## config.mk

```make
export PLATFORM = sky130hd
export DESIGN_NAME = ball_engine_flat
export DESIGN_NICKNAME = d
export VERILOG_FILES = /design/src/rtl/ball_engine_if.sv /design/src/rtl/ball_engine.sv /design/src/flat_wrapper.sv
export SDC_FILE = /design/constraint.sdc
export NUM_CORES = 1
export LEC_CHECK = 0
export ABC_AREA = 1
export CAP_MARGIN = 10
export CORE_MARGIN = 10
export CORE_UTILIZATION = 44
export DETAILED_ROUTE_END_ITERATION = 8
export PLACE_DENSITY_LB_ADDON = 0.12
export SETUP_SLACK_MARGIN = 0.02
export SLEW_MARGIN = 40
export SYNTH_ARGS = -nofsm -noshare
export SYNTH_HDL_FRONTEND = slang
export SYNTH_SLANG_ARGS = --single-unit
```

## constraint.sdc

```tcl
create_clock -name clk -period 2.38 [get_ports clk]
set_input_delay 0.476 -clock clk [delete_from_list [all_inputs] [get_ports clk]]
set_output_delay 0.476 -clock clk [all_outputs]
set_load 0.005 [all_outputs]
```

## src/rtl/ball_engine_if.sv

```systemverilog
// Ball engine control/status bundle: serve and paddle inputs in, ball position,
// speed and miss pulses out. The engine takes the slave side.
interface ball_engine_if #(
  parameter int X_WIDTH     = 6,
  parameter int Y_WIDTH     = 5,
  parameter int SPEED_WIDTH = 4
);
  logic                   serve;
  logic                   serveRight;
  logic                   isHittingLeft;
  logic                   isHittingRight;
  logic [X_WIDTH-1:0]     xPosition;
  logic [Y_WIDTH-1:0]     yPosition;
  logic [SPEED_WIDTH-1:0] speed;
  logic                   moving;
  logic                   missLeft;
  logic                   missRight;

  modport master (
    output serve, serveRight, isHittingLeft, isHittingRight,
    input  xPosition, yPosition, speed, moving, missLeft, missRight
  );

  modport slave (
    input  serve, serveRight, isHittingLeft, isHittingRight,
    output xPosition, yPosition, speed, moving, missLeft, missRight
  );
endinterface

```

## src/rtl/ball_engine.sv

```systemverilog
// Pong ball engine: rate-accumulated diagonal stepping with wall/paddle bounces and miss detection.
// Optional BALL_SPEEDUP_EN: each paddle reversal bumps speed by one, saturating.
module ball_engine #(
  parameter int X_WIDTH     = 6,
  parameter int Y_WIDTH     = 5,
  parameter int SPEED_WIDTH = 4,
  parameter int TICK_LIMIT  = 500000,
  parameter int X_START     = 8,
  parameter int Y_START     = 4
) (
  input logic          clk,
  input logic          reset,
  ball_engine_if.slave bus
);
  localparam int ACC_WIDTH = $clog2(TICK_LIMIT + 2**SPEED_WIDTH);

  localparam logic [ACC_WIDTH-1:0]   TICK    = ACC_WIDTH'(TICK_LIMIT);
  localparam logic [X_WIDTH-1:0]     X_INIT  = X_WIDTH'(X_START);
  localparam logic [Y_WIDTH-1:0]     Y_INIT  = Y_WIDTH'(Y_START);
  localparam logic [X_WIDTH-1:0]     X_ONE   = X_WIDTH'(1);
  localparam logic [X_WIDTH-1:0]     X_NEAR  = X_WIDTH'(2**X_WIDTH - 2);
  localparam logic [Y_WIDTH-1:0]     Y_TOP   = Y_WIDTH'(1);
  localparam logic [Y_WIDTH-1:0]     Y_BOT   = Y_WIDTH'(2**Y_WIDTH - 2);
  localparam logic [SPEED_WIDTH-1:0] SPD_ONE = SPEED_WIDTH'(1);

  typedef enum logic [1:0] {
    IDLE   = 2'd0,
    MOVE   = 2'd1,
    MISSED = 2'd2
  } state_t;

  state_t                 state, state_n;
  logic [X_WIDTH-1:0]     x, x_n;
  logic [Y_WIDTH-1:0]     y, y_n;
  logic [SPEED_WIDTH-1:0] spd, spd_n;
  logic [ACC_WIDTH-1:0]   acc, acc_n;
  logic                   xdir, xdir_n;   // 1 = right
  logic                   ydir, ydir_n;   // 1 = down (increasing y)
  logic                   miss_l, miss_l_n;
  logic                   miss_r, miss_r_n;

  logic [ACC_WIDTH-1:0]   sum;
  logic                   xdir_s, ydir_s, hit;

  always_ff @(posedge clk) begin
    if (!reset) state <= IDLE;
    else        state <= state_n;
  end

  always_comb begin
    state_n  = state;
    x_n      = x;
    y_n      = y;
    spd_n    = spd;
    acc_n    = acc;
    xdir_n   = xdir;
    ydir_n   = ydir;
    miss_l_n = 1'b0;
    miss_r_n = 1'b0;
    sum      = acc + ACC_WIDTH'(spd);
    xdir_s   = xdir;
    ydir_s   = ydir;
    hit      = 1'b0;

    unique case (state)
      IDLE, MISSED: begin
        if (bus.serve) begin
          state_n = MOVE;
          x_n     = X_INIT;
          y_n     = Y_INIT;
          spd_n   = SPD_ONE;
          acc_n   = '0;
          xdir_n  = bus.serveRight;
          ydir_n  = 1'b1;
        end
      end
      MOVE: begin
        if (sum >= TICK) begin
          acc_n = sum - TICK;
          // Reversals are resolved before the move so a bounce never lands on a wall row/column.
          if (y == Y_TOP && !ydir)     ydir_s = 1'b1;
          else if (y == Y_BOT && ydir) ydir_s = 1'b0;
          if (x == X_ONE && !xdir && bus.isHittingLeft) begin
            xdir_s = 1'b1;
            hit    = 1'b1;
          end else if (x == X_NEAR && xdir && bus.isHittingRight) begin
            xdir_s = 1'b0;
            hit    = 1'b1;
          end
          x_n    = xdir_s ? x + X_WIDTH'(1) : x - X_WIDTH'(1);
          y_n    = ydir_s ? y + Y_WIDTH'(1) : y - Y_WIDTH'(1);
          xdir_n = xdir_s;
          ydir_n = ydir_s;
          if (x_n == '0) begin
            miss_l_n = 1'b1;
            state_n  = MISSED;
          end else if (x_n == '1) begin
            miss_r_n = 1'b1;
            state_n  = MISSED;
          end
`ifdef BALL_SPEEDUP_EN
          if (hit && spd != '1) spd_n = spd + SPD_ONE;
`else
          spd_n = spd;
`endif
        end else begin
          acc_n = sum;
        end
      end
      default: state_n = IDLE;
    endcase
  end

  always_ff @(posedge clk) begin
    if (!reset) begin
      x      <= X_INIT;
      y      <= Y_INIT;
      spd    <= SPD_ONE;
      acc    <= '0;
      xdir   <= 1'b1;
      ydir   <= 1'b1;
      miss_l <= 1'b0;
      miss_r <= 1'b0;
    end else begin
      x      <= x_n;
      y      <= y_n;
      spd    <= spd_n;
      acc    <= acc_n;
      xdir   <= xdir_n;
      ydir   <= ydir_n;
      miss_l <= miss_l_n;
      miss_r <= miss_r_n;
    end
  end

  assign bus.xPosition = x;
  assign bus.yPosition = y;
  assign bus.speed     = spd;
  assign bus.moving    = (state == MOVE);
  assign bus.missLeft  = miss_l;
  assign bus.missRight = miss_r;

  logic unused_hit;
  assign unused_hit = hit;
endmodule

```

## src/flat_wrapper.sv

```systemverilog
// flat-port wrapper written by rule: the top's interface ports become plain ports
module ball_engine_flat 
#(
  parameter int X_WIDTH     = 6,
  parameter int Y_WIDTH     = 5,
  parameter int SPEED_WIDTH = 4,
  parameter int TICK_LIMIT  = 500000,
  parameter int X_START     = 8,
  parameter int Y_START     = 4
)
  (clk, reset, bus_serve, bus_serveRight, bus_isHittingLeft, bus_isHittingRight, bus_xPosition, bus_yPosition, bus_speed, bus_moving, bus_missLeft, bus_missRight);
  ball_engine_if #(.X_WIDTH(X_WIDTH), .Y_WIDTH(Y_WIDTH), .SPEED_WIDTH(SPEED_WIDTH)) bus_i ();
  input logic clk;
  input logic reset;
  input wire logic [$bits(bus_i.serve)-1:0] bus_serve;
  input wire logic [$bits(bus_i.serveRight)-1:0] bus_serveRight;
  input wire logic [$bits(bus_i.isHittingLeft)-1:0] bus_isHittingLeft;
  input wire logic [$bits(bus_i.isHittingRight)-1:0] bus_isHittingRight;
  output wire logic [$bits(bus_i.xPosition)-1:0] bus_xPosition;
  output wire logic [$bits(bus_i.yPosition)-1:0] bus_yPosition;
  output wire logic [$bits(bus_i.speed)-1:0] bus_speed;
  output wire logic [$bits(bus_i.moving)-1:0] bus_moving;
  output wire logic [$bits(bus_i.missLeft)-1:0] bus_missLeft;
  output wire logic [$bits(bus_i.missRight)-1:0] bus_missRight;
  assign bus_i.serve = bus_serve;
  assign bus_i.serveRight = bus_serveRight;
  assign bus_i.isHittingLeft = bus_isHittingLeft;
  assign bus_i.isHittingRight = bus_isHittingRight;
  assign bus_xPosition = bus_i.xPosition;
  assign bus_yPosition = bus_i.yPosition;
  assign bus_speed = bus_i.speed;
  assign bus_moving = bus_i.moving;
  assign bus_missLeft = bus_i.missLeft;
  assign bus_missRight = bus_i.missRight;
  ball_engine #(.X_WIDTH(X_WIDTH), .Y_WIDTH(Y_WIDTH), .SPEED_WIDTH(SPEED_WIDTH), .TICK_LIMIT(TICK_LIMIT), .X_START(X_START), .Y_START(Y_START)) u_core (.clk(clk), .reset(reset), .bus(bus_i));
endmodule
```

## Yosys cells after proc, flatten, opt, wreduce, memory -nomap -nowiden

Index checks and enable logic that the tools add are counted.

| operators by class | value |
|---|---|
| muxes and demuxes | 32 |
| reduce and logical (&&, ||, !) cells | 17 |
| bitwise logic cells | 3 |
| order comparisons | 1 |
| equality and inequality tests | 10 |
| $add $sub $neg | 6 |

Operator list:

| operator | count |
|---|---|
| 2-to-1 mux 19 bit | 2 |
| case mux 19 bit (2 select lines) | 1 |
| adder 19 x 1 -> 19 bit, second input constant | 1 |
| >= comparator 19 bit, second input constant | 1 |
| subtractor 19 bit, second input constant | 1 |
| 2-to-1 mux 6 bit | 3 |
| 2-to-1 mux 5 bit | 3 |
| 2-to-1 mux 1 bit | 14 |
| equality test 6 bit, second input constant | 2 |
| case mux 6 bit (2 select lines) | 1 |
| case mux 5 bit (2 select lines) | 1 |
| AND reduction 3 bit | 3 |
| 2-to-1 mux 2 bit | 4 |
| adder 6 x 1 -> 6 bit, second input constant | 1 |
| equality test 6 x 1 -> 1 bit, second input constant | 1 |
| logical AND 1 bit | 6 |
| zero test 6 bit | 1 |
| subtractor 6 x 1 -> 6 bit, second input constant | 1 |
| adder 5 x 1 -> 5 bit, second input constant | 1 |
| equality test 5 x 1 -> 1 bit, second input constant | 1 |
| equality test 5 bit, second input constant | 1 |
| subtractor 5 x 1 -> 5 bit, second input constant | 1 |
| case mux 1 bit (2 select lines) | 2 |
| case mux 2 bit (2 select lines) | 1 |
| 12 further kinds | 15 |

| word-level totals | value |
|---|---|
| logic and storage cells | 77 |
| output and inout port bits | 18 |
| bits in registers | 36 |
| bits of input ports | 6 |

## Depth between registers and ports, before layout

Gate-level depths: netlist (run 1).

| depth | value |
|---|---|
| depth after elaboration | 13 |
| mapped depth | 19 |

## Worst setup path after synthesis (run 1)

OpenSTA, ideal clock, no wires.

| path | value |
|---|---|
| kind | reg-to-reg |
| from | reg u_core.acc[0] |
| to | reg u_core.x[5], in the netlist u_core.bus.xPosition[5] |
| setup slack | 0.072 ns |
| stages on the path, launching flop included | 19 |
| data arrival time | 2.193 ns |
| path buffers | 1 |
| required time | 2.265 ns |
| cells stage by stage | dfxtp_1 ha_1 nand3_1 nor2_4 nand2_1 nand2_1 ha_1 nand2_1 nand2_2 inv_2 nor2_2 nand2_1 nand2_1 nand2_2 nand2_4 nand2_4 buf_4 a21oi_1 nor2_1 |

| between the ends | value |
|---|---|
| word-level cells in the longest chain between the ends | 4 |

Ends and longest elaborated chain:

| item | RTL line | text |
|---|---|---|
| start, declared | ball_engine.sv:36 | `logic [ACC_WIDTH-1:0] acc, acc_n;` |
| start signal, assigned | ball_engine.sv:128 | `acc <= acc_n;` |
| adder 19 x 1 -> 19 bit | ball_engine.sv:60 | `sum = acc + ACC_WIDTH'(spd);` |
| >= comparator 19 bit | ball_engine.sv:78 | `if (sum >= TICK) begin` |
| != test 2 x 1 -> 1 bit (no source line) | -- |  |
| AND reduction 3 bit (no source line) | -- |  |
| end signal, assigned | ball_engine.sv:125 | `x <= x_n;` |
| end, declared | ball_engine.sv:33 | `logic [X_WIDTH-1:0] x, x_n;` |

No other way between the ends.
A chain may end at the register's enable or synchronous reset.

## Final worst setup path (run 1)

| path | value |
|---|---|
| from | reg u_core.acc[0] |
| to | reg u_core.acc[14] |

| between the ends | value |
|---|---|
| word-level cells in the longest chain between the ends | 4 |

Ends and longest elaborated chain:

| item | RTL line | text |
|---|---|---|
| adder 19 x 1 -> 19 bit * | ball_engine.sv:60 |  |
| subtractor 19 bit / >= comparator 19 bit (equally long branches) | ball_engine.sv:79, ball_engine.sv:78 |  |
| 2-to-1 mux 19 bit * | ball_engine.sv:78 |  |
| case mux 19 bit (2 select lines) * | ball_engine.sv:65 | `unique case (state)` |

Mark *: on every way between the ends. The rest lies on a longest branch, timed or not.

==> reports/metrics.sh, run 1 <==
GRT_SETUP_UNREPAIRED='false'
FINAL_MAX_SLEW_VIOLATION_COUNT=0
TIMING.CRITICAL_PATH.CELLS='ha_2, nand3_2, nor2_4, nand2_1, nand2_1, ha_1, nand2_1, nand2_2, inv_2, nor2_2, nand2_1, nand2_1, nand2_2, nand2_4, buf_4, nand2_1, nand3_1, a21oi_1'
START_UTIL_PCT=44.8
GRT_FIRST_PASS_WIRELENGTH_MM=12.5
SYNTH.DISTINCT_CELLS=32
POST_SYNTHESIS_SHARE_OF_CELL_AREA_SPENT_ON_XOR_AND_XNOR_GATES_PCT=8.00
CLOCK_INSERTION_DELAY_WORST_SKEW_NS=0.29
HOLD_VIOLATIONS=0
CRIT_SLOWEST_CELL='sky130_fd_sc_hd__dfxtp_4'
CTS_INSERTED_BUFFERS=5
MAX_STAGE_DELAY_NS=0.37
DOMINANT_COMBINATIONAL_CELL_FAMILY_BY_AREA_AFTER_SYNTHESIS='simple AND/OR/NAND/NOR gates'
CRIT_PATH_START_KIND='flop'
CP_TOP_FAMILY='simple AND/OR/NAND/NOR gates'
DIE_HEIGHT_UM=100
MAPPEDNETLISTAREA_SQ_UM=2820
NUMBER_OF_GLOBAL_ROUTE_VIAS_BEFORE_REPAIR=2584
SYNTH_SEQ_CELLS=36
POST_CTS_HOLD_BUFFER_COUNT=0
CTS.CLK_SLEW.WORST_PATHS_NS=0.07
DEPTH_OF_THE_WORST_REGISTER_TO_REGISTER_PATH=18
NFILLCELLS=648
LAYOUT-DRIVE-GT1-SHARE_PCT=14.3
DRT_PASS1_ITERATIONS=4
ANTENNA_FOUND_INITIAL=0
FINALCRITPERIODSHARE_PCT=90.1
CP.BUFFERS_INVERTERS=2
AREA.GROWTH.SYNTH_TO_FINAL_PCT=18.8
GRT_USAGE_PCT=14.6
DRT_FIRST_ITER_VIOLATIONS=145
DP.FINAL_HPWL_MM=5.39
VIA_COUNT=2856
DRC=0
NUMPORTBUFFERS=19
POST_SYNTHESIS_SIMPLE_GATE_AREA_FRACTION_PCT=43.2
WL_PER_CELL_UM=12.8
TRITONCTS='done'
TIMING.CRITICAL_PATH.REQUIRED_NS=2.55
PERIOD_NEEDED_NS=2.15
SEQUENTIAL_CELL_AREA_SQ_UM=733
ARRIVAL_NS=2.32
CORE_AREA_SQ_UM=6280
ANTENNA_LEFT=0
ROUTABILITYCONGESTION=0.866
PORTION_OF_NETLIST_AREA_OCCUPIED_BY_MUX_CELLS_PCT=0
NUM_IO_PINS=24
LEAKAGEPOWER_nW=1.47
WIRELENGTH_MM=7.24
MIN_DELAY_PATH_DEPTH=1
REGISTER_AREA_SHARE_AFTER_SYNTHESIS_PCT=25.6
CP.DEPTH=18
P_PER_AREA_nW_PER_UM2=426
VIAS_PER_CELL=5.05
WORST_HOLD_PATH_TYPE='flop to flop'
SYNTH_ADDER_AREA_SHARE_PCT=4.89
OUTCOME='completed'
SYNTH_COMPOUND_GATE_AREA_SHARE_PCT=8.44
YOSYS_WARNINGS=0
CTS.ROOT.BUFFER_CELL='sky130_fd_sc_hd__clkbuf_8'
ENDPOINT_KIND='flop'
DESIGN.DIE.AREA_SQ_UM=10000
SYNTH_AREA_PER_CELL_SQ_UM=6.20
CLOCK-SKEW-FINAL_NS=0.0108
GRT_OVERFLOW=0
CP_CLASS='flop to flop'
MAX-VDD-IR-DROP_uV=306
WORST-PATH-MAX-FANOUT=10
MOST_USED_CELL_ALONG_THE_CRITICAL_PATH='sky130_fd_sc_hd__nand2_1'
CHIPWIDTH_UM=100
CLOCKBUFFERDEPTH=2
ANTENNA-DIODE-COUNT=0
NUM_ROWS=29
FINAL_UTIL_PCT=53.3
CLOCK_TREE.HTREE_LEVEL_COUNT=2
TRITONCTS_NUM_SINKS=36
NETLIST_INSTANCES=454
MULTI_INPUT_COMB_AREA_SQ_UM=1860
MAXCAPVIOLCOUNT=0
FMAXACHIEVABLE_MHz=466
SETUP_VIOL=0
TIMING.REG2REG.SETUP_SLACK_NS=0.23
SETUP_TNS_NS=0
NUM-NETS-FINAL=505
GRT_MAX_DEGREE=27
[synth_stat cells]
cell type | count | area share (%)
sky130_fd_sc_hd__ha_1 | 11 | 4.9
sky130_fd_sc_hd__nand2_4 | 2 | 0.80
sky130_fd_sc_hd__buf_4 | 5 | 1.3
sky130_fd_sc_hd__nor2_4 | 4 | 1.6
sky130_fd_sc_hd__o21bai_1 | 2 | 0.53
sky130_fd_sc_hd__nand4_1 | 8 | 1.8
sky130_fd_sc_hd__nand3_2 | 1 | 0.36
sky130_fd_sc_hd__a31oi_1 | 1 | 0.22
sky130_fd_sc_hd__clkbuf_1 | 9 | 1.2
sky130_fd_sc_hd__buf_2 | 3 | 0.53
sky130_fd_sc_hd__xnor2_2 | 2 | 1.2
sky130_fd_sc_hd__nand2_2 | 7 | 1.6
sky130_fd_sc_hd__xnor2_1 | 6 | 1.9
sky130_fd_sc_hd__nor2_1 | 29 | 3.9
sky130_fd_sc_hd__conb_1 | 2 | 0.27
sky130_fd_sc_hd__nor3_1 | 6 | 1.1
sky130_fd_sc_hd__o21ai_1 | 1 | 0.18
sky130_fd_sc_hd__a31o_2 | 1 | 0.31
sky130_fd_sc_hd__nand2_1 | 142 | 19
sky130_fd_sc_hd__nand3b_1 | 2 | 0.53
sky130_fd_sc_hd__inv_1 | 40 | 5.3
sky130_fd_sc_hd__dfxtp_1 | 36 | 26
sky130_fd_sc_hd__xor2_1 | 16 | 5.0
sky130_fd_sc_hd__clkinv_1 | 1 | 0.13
sky130_fd_sc_hd__a21oi_1 | 32 | 5.7
sky130_fd_sc_hd__buf_1 | 2 | 0.27
sky130_fd_sc_hd__nor2_2 | 2 | 0.44
sky130_fd_sc_hd__nand3_1 | 69 | 12
sky130_fd_sc_hd__o21a_1 | 1 | 0.27
sky130_fd_sc_hd__o21ai_0 | 7 | 1.2
sky130_fd_sc_hd__inv_2 | 3 | 0.40
sky130_fd_sc_hd__buf_6 | 1 | 0.40
[metal layers]
| layer | routed length, um | GRT usage, % | up-vias |
|---|---|---|---|
| li1 | - | - | 1522 |
| met3 | 315 | 3.30 | 8 |
| met5 | 0 | 0 | - |
| met1 | 3610 | 20.9 | 1280 |
| met2 | 3240 | 21.8 | 46 |
| met4 | 72 | 3.15 | 0 |
[logic make-up (layout without fill, tap and decap cells)]
group | Yosys count | count (layout)
buffers and inverters | 64 | 97
XOR/XNOR | 24 | 24
AND/OR/NAND/NOR | 272 | 272
flip-flops | 36 | 36
adder cells (fa/ha/maj) | 11 | 11
other | 2 | 4
AO/OA/AOI/OAI | 45 | 45
[stage by stage]
| step | hold slack (ns) | cells | cell area, sq um | total power, mW | setup slack, ns |
|---|---|---|---|---|---|
| 4_1_cts | 0.480 | 564 | 3270 | 1.43 | 0.0967 |
| 6_report | 0.462 | 566 | 3350 | 1.42 | 0.235 |
| 3_3_place_gp | 0.467 | 556 | 3190 | 0.993 | -0.0751 |
| 2_1_floorplan | 0.439 | 456 | 2820 | 0.889 | 0.0718 |
| 5_1_grt | 0.485 | 566 | 3350 | 1.52 | 0.00745 |
| 3_5_place_dp | 0.469 | 556 | 3190 | 0.994 | -0.104 |
[state kept, by name, summed over array words and instances (netlist names)]
name,cells
u_core.state,2
u_core.bus.xPosition,6
u_core.acc,19
u_core.xdir,1
u_core.bus.missLeft,1
u_core.bus.yPosition,5
u_core.bus.missRight,1
u_core.ydir,1
[worst reg2reg max path: stages (launching register included)]
cell,delay (ns)
sky130_fd_sc_hd__dfxtp_4,0.37
sky130_fd_sc_hd__ha_2,0.20
sky130_fd_sc_hd__nand3_2,0.12
sky130_fd_sc_hd__nor2_4,0.11
sky130_fd_sc_hd__nand2_1,0.05
sky130_fd_sc_hd__nand2_1,0.08
sky130_fd_sc_hd__ha_1,0.17
sky130_fd_sc_hd__nand2_1,0.07
sky130_fd_sc_hd__nand2_2,0.08
sky130_fd_sc_hd__inv_2,0.04
sky130_fd_sc_hd__nor2_2,0.09
sky130_fd_sc_hd__nand2_1,0.06
sky130_fd_sc_hd__nand2_1,0.06
sky130_fd_sc_hd__nand2_2,0.07
sky130_fd_sc_hd__nand2_4,0.08
sky130_fd_sc_hd__buf_4,0.18
sky130_fd_sc_hd__nand2_1,0.07
sky130_fd_sc_hd__nand3_1,0.08
sky130_fd_sc_hd__a21oi_1,0.06
[cells in the final DEF, fill, tap and decap left out, drive strengths merged]
cell type      count
conb               4
nor3               6
nand3b             2
nor2              35
ha                11
clkdlybuf4s50     19
dfxtp             36
a21oi             32
nand4              8
o21bai             2
inv               43
clkbuf             5
o21a               1
nand2            151
nand3             70
o21ai              8
a31o               1
clkinv             4
buf               26
xor2              16
xnor2              8
a31oi              1
[timing repair]
action / CTS / global route
setup buffers: 0 / 2
endpoints found under the setup margin: 0 / 31
hold endpoints to repair: 0 / 0
resized for setup: 0 / 17
[power breakdown]
group / switching [mW] / internal (mW)
clock network: 0.232 / 0.204
registers: 0.0336 / 0.626
logic: 0.205 / 0.124
total: 0.470 / 0.954
[layout make-up]
| cell class | instances | share of cell area (%) |
|---|---|---|
| Clock buffer | 5 | 2.06 |
| Clock inverter | 3 | 0.561 |
| Inverter | 44 | 4.94 |
| Multi-Input combinational cell | 356 | 55.6 |
| Sequential cell | 36 | 21.9 |
| Tap cell | 77 | 2.88 |
| Timing Repair Buffer | 45 | 12.0 |
[final timing paths]
path	startpoint	end
worst max-delay path	u_core.acc[0]	u_core.acc[14]
worst min-delay path	u_core.acc[0]	u_core.acc[0]
worst max register to register	u_core.acc[0]	u_core.acc[14]
worst min register to register	u_core.acc[0]	u_core.acc[0]
(Power assumes the default switching activity.)
==> run 2: changes to the inputs <==
--- a/config.mk
+++ b/config.mk
@@ -10,7 +10,7 @@
 export CORE_MARGIN = 10
 export CORE_UTILIZATION = 44
 export DETAILED_ROUTE_END_ITERATION = 8
-export PLACE_DENSITY_LB_ADDON = 0.12
+export PLACE_DENSITY = 0.67
 export SETUP_SLACK_MARGIN = 0.02
 export SLEW_MARGIN = 40
 export SYNTH_ARGS = -nofsm -noshare
==> reports/metrics.sh, run 2 (same netlist as run 1, synthesis figures left out) <==
ANTENNA-DIODE-COUNT=0  # unchanged
GRT_FIRST_PASS_WIRELENGTH_MM=12.0  # was 12.5 mm
MAX_REG_FLOPS=19  # unchanged
VIAS_PER_CELL=5.21  # was 5.05
DESIGN.DIE.AREA_SQ_UM=10000  # unchanged
TIMING.CRITICAL_PATH.REQUIRED_NS=2.57  # was 2.55 ns
VIA_COUNT=2933  # was 2856
ROUTABILITYCONGESTION=0.899  # was 0.866
WIRELENGTH_MM=7.34  # was 7.24 mm
CP_CLASS='flop to flop'  # unchanged
MAX-VDD-IR-DROP_uV=259  # was 306 uV
ANTENNA_LEFT=0  # unchanged
LAYOUT.CELLS.MOST_COMMON_LIST='sky130_fd_sc_hd__nand2_1, sky130_fd_sc_hd__nand3_1, sky130_fd_sc_hd__inv_1'  # unchanged
CLOCKBUFFERDEPTH=2  # unchanged
START_UTIL_PCT=44.8  # unchanged
REGISTERS.TOP_BY_FF_COUNT='u_core.acc'  # unchanged
TIMING.REG2REG.SETUP_SLACK_NS=0.20  # was 0.23 ns
FINAL_MAX_SLEW_VIOLATION_COUNT=0  # unchanged
POST_CTS_HOLD_BUFFER_COUNT=0  # unchanged
P_PER_AREA_nW_PER_UM2=453  # was 426 nW/um^2
DRC=0  # unchanged
NUM_ROWS=29  # unchanged
PLACEDINSTANCEAREA_SQ_UM=3160  # was 3190 sq um
SETUP_TNS_NS=0  # unchanged
DRT_PASS1_ITERATIONS=4  # unchanged
DEPTH_OF_THE_WORST_REGISTER_TO_REGISTER_PATH=19  # was 18
WL_PER_CELL_UM=13.0  # was 12.8 um
WORST_HOLD_PATH_TYPE='flop to flop'  # unchanged
ANTENNA_FOUND_INITIAL=0  # unchanged
NUMBER_OF_GLOBAL_ROUTE_VIAS_BEFORE_REPAIR=2571  # was 2584
ARRIVAL_NS=2.37  # was 2.32 ns
ENDPOINT_KIND='flop'  # unchanged
WORST-PATH-MAX-FANOUT=7  # was 10
CRIT_PATH_START_KIND='flop'  # unchanged
FMAXACHIEVABLE_MHz=458  # was 466 MHz
CLOCK-SKEW-FINAL_NS=0.0103  # was 0.0108 ns
CHIPWIDTH_UM=100  # unchanged
GRT_SETUP_UNREPAIRED='false'  # unchanged
FINAL_UTIL_PCT=54.0  # was 53.3%
DP.CELLS=553  # was 556
HOLD_VIOLATIONS=0  # unchanged
MAXCAPVIOLCOUNT=0  # unchanged
NUM-NETS-FINAL=502  # was 505
DP.FINAL_HPWL_MM=5.32  # was 5.39 mm
AREA.GROWTH.SYNTH_TO_FINAL_PCT=20.4  # was 18.8%
CORE_AREA_SQ_UM=6280  # unchanged
MOSTFREQUENTLAYOUTCELL='sky130_fd_sc_hd__nand2_1'  # unchanged
OUTCOME='completed'  # unchanged
CTS.ROOT.BUFFER_CELL='sky130_fd_sc_hd__clkbuf_8'  # unchanged
CTS_INSERTED_BUFFERS=5  # unchanged
FINALCRITPERIODSHARE_PCT=91.6  # was 90.1%
SETUP_VIOL=0  # unchanged
TRITONCTS='done'  # unchanged
SEQUENTIAL_CELL_AREA_SQ_UM=737  # was 733 sq um
FIN_CELLS=563  # was 566
TRITONCTS_NUM_SINKS=36  # unchanged
GRT_MAX_DEGREE=30  # was 27
HOLD_SLACK_NS=0.484  # was 0.462 ns
GRT_USAGE_PCT=14.2  # was 14.6%
MULTI_INPUT_COMB_AREA_SQ_UM=1910  # was 1860 sq um
LEAKAGEPOWER_nW=1.45  # was 1.47 nW
PERIOD_NEEDED_NS=2.18  # was 2.15 ns
NUM_IO_PINS=24  # unchanged
FINAL_STANDARD_CELL_AREA_WITHOUT_FILLERS_SQ_UM=3390  # was 3350 sq um
DIE_HEIGHT_UM=100  # unchanged
CTS.CLK_SLEW.WORST_PATHS_NS=0.08  # was 0.07 ns
CLOCK_TREE.HTREE_LEVEL_COUNT=2  # unchanged
DRT_FIRST_ITER_VIOLATIONS=196  # was 145
GRT_OVERFLOW=0  # unchanged
LAYOUT-DRIVE-GT1-SHARE_PCT=15.4  # was 14.3%
NUMPORTBUFFERS=19  # unchanged
NFILLCELLS=628  # was 648
MIN_DELAY_PATH_DEPTH=1  # unchanged
CLOCK_INSERTION_DELAY_WORST_SKEW_NS=0.30  # was 0.29 ns
-- run 2: cell types whose count changed in the layout (fill, tap and decap cells not counted), moves of 2 or more --
cell / before / now
sky130_fd_sc_hd__nand2_2: 7 / 10
sky130_fd_sc_hd__clkinvlp_4: 0 / 2
sky130_fd_sc_hd__nand2_1: 141 / 138
sky130_fd_sc_hd__ha_4: 0 / 2
-- run 2: path summary, 6_finish.rpt --
path,startpoint,endpoint
worst max-delay path,u_core.acc[0],u_core.state[0]
worst max register to register,u_core.acc[0],u_core.state[0]
worst min register to register,u_core.acc[0],u_core.acc[0]
worst min-delay path,u_core.acc[0],u_core.acc[0]
-- run 2: power by group --
| part | total, mW | switching [mW] | internal [mW] |
|---|---|---|---|
| clock network | 0.553 | 0.243 | 0.310 |
| logic | 0.323 | 0.203 | 0.120 |
| registers | 0.660 | 0.0342 | 0.625 |
| total | 1.54 | 0.481 | 1.06 |
-- run 2: layer usage --
layer	up-vias	wire length [um]	share of wire (%)	track usage (%)
met4	0	40	0.54	3.37
li1	1508	-	-	-
met1	1346	3370	46	19.2
met2	73	3480	47	22.3
met3	6	452	6.2	3.02
met5	-	0	0	0
-- run 2: layout make-up --
cell class | count | share of cell area (%)
Sequential cell | 36 | 21.7
Tap cell | 77 | 2.84
Clock buffer | 5 | 2.03
Timing Repair Buffer | 42 | 10.7
Multi-Input combinational cell | 356 | 56.5
Inverter | 44 | 4.98
Clock inverter | 3 | 1.25
-- run 2: what timing repair did --
| item | in CTS | in global routing |
|---|---|---|
| gates resized for setup | 0 | 29 |
| endpoints found under the setup margin | 0 | 31 |
| setup buffers | 0 | 2 |
-- run 2: worst max-delay path: stages, from the launching register on --
cell,delay [ns]
sky130_fd_sc_hd__dfxtp_4,0.38
sky130_fd_sc_hd__nand2_1,0.09
sky130_fd_sc_hd__nor2_4,0.22
sky130_fd_sc_hd__nand2_2,0.08
sky130_fd_sc_hd__nand2_1,0.08
sky130_fd_sc_hd__nand2_2,0.09
sky130_fd_sc_hd__ha_4,0.17
sky130_fd_sc_hd__nand2_1,0.07
sky130_fd_sc_hd__nand2_2,0.06
sky130_fd_sc_hd__inv_2,0.07
sky130_fd_sc_hd__nor2_4,0.04
sky130_fd_sc_hd__nand2_1,0.06
sky130_fd_sc_hd__nand2_1,0.05
sky130_fd_sc_hd__nand2_2,0.08
sky130_fd_sc_hd__nand2_4,0.08
sky130_fd_sc_hd__nand2_4,0.08
sky130_fd_sc_hd__buf_4,0.14
sky130_fd_sc_hd__nand2_1,0.06
sky130_fd_sc_hd__o21ai_0,0.13
sky130_fd_sc_hd__inv_1,0.05
-- run 2: through the flow --
stage / setup WS (ns) / power, mW
floorplan: 0.0718 / 0.889
global placement: -0.00988 / 0.985
detailed placement: -0.0557 / 0.989
CTS: 0.0637 / 1.54
global route: 0.00874 / 1.62
finish: 0.199 / 1.54
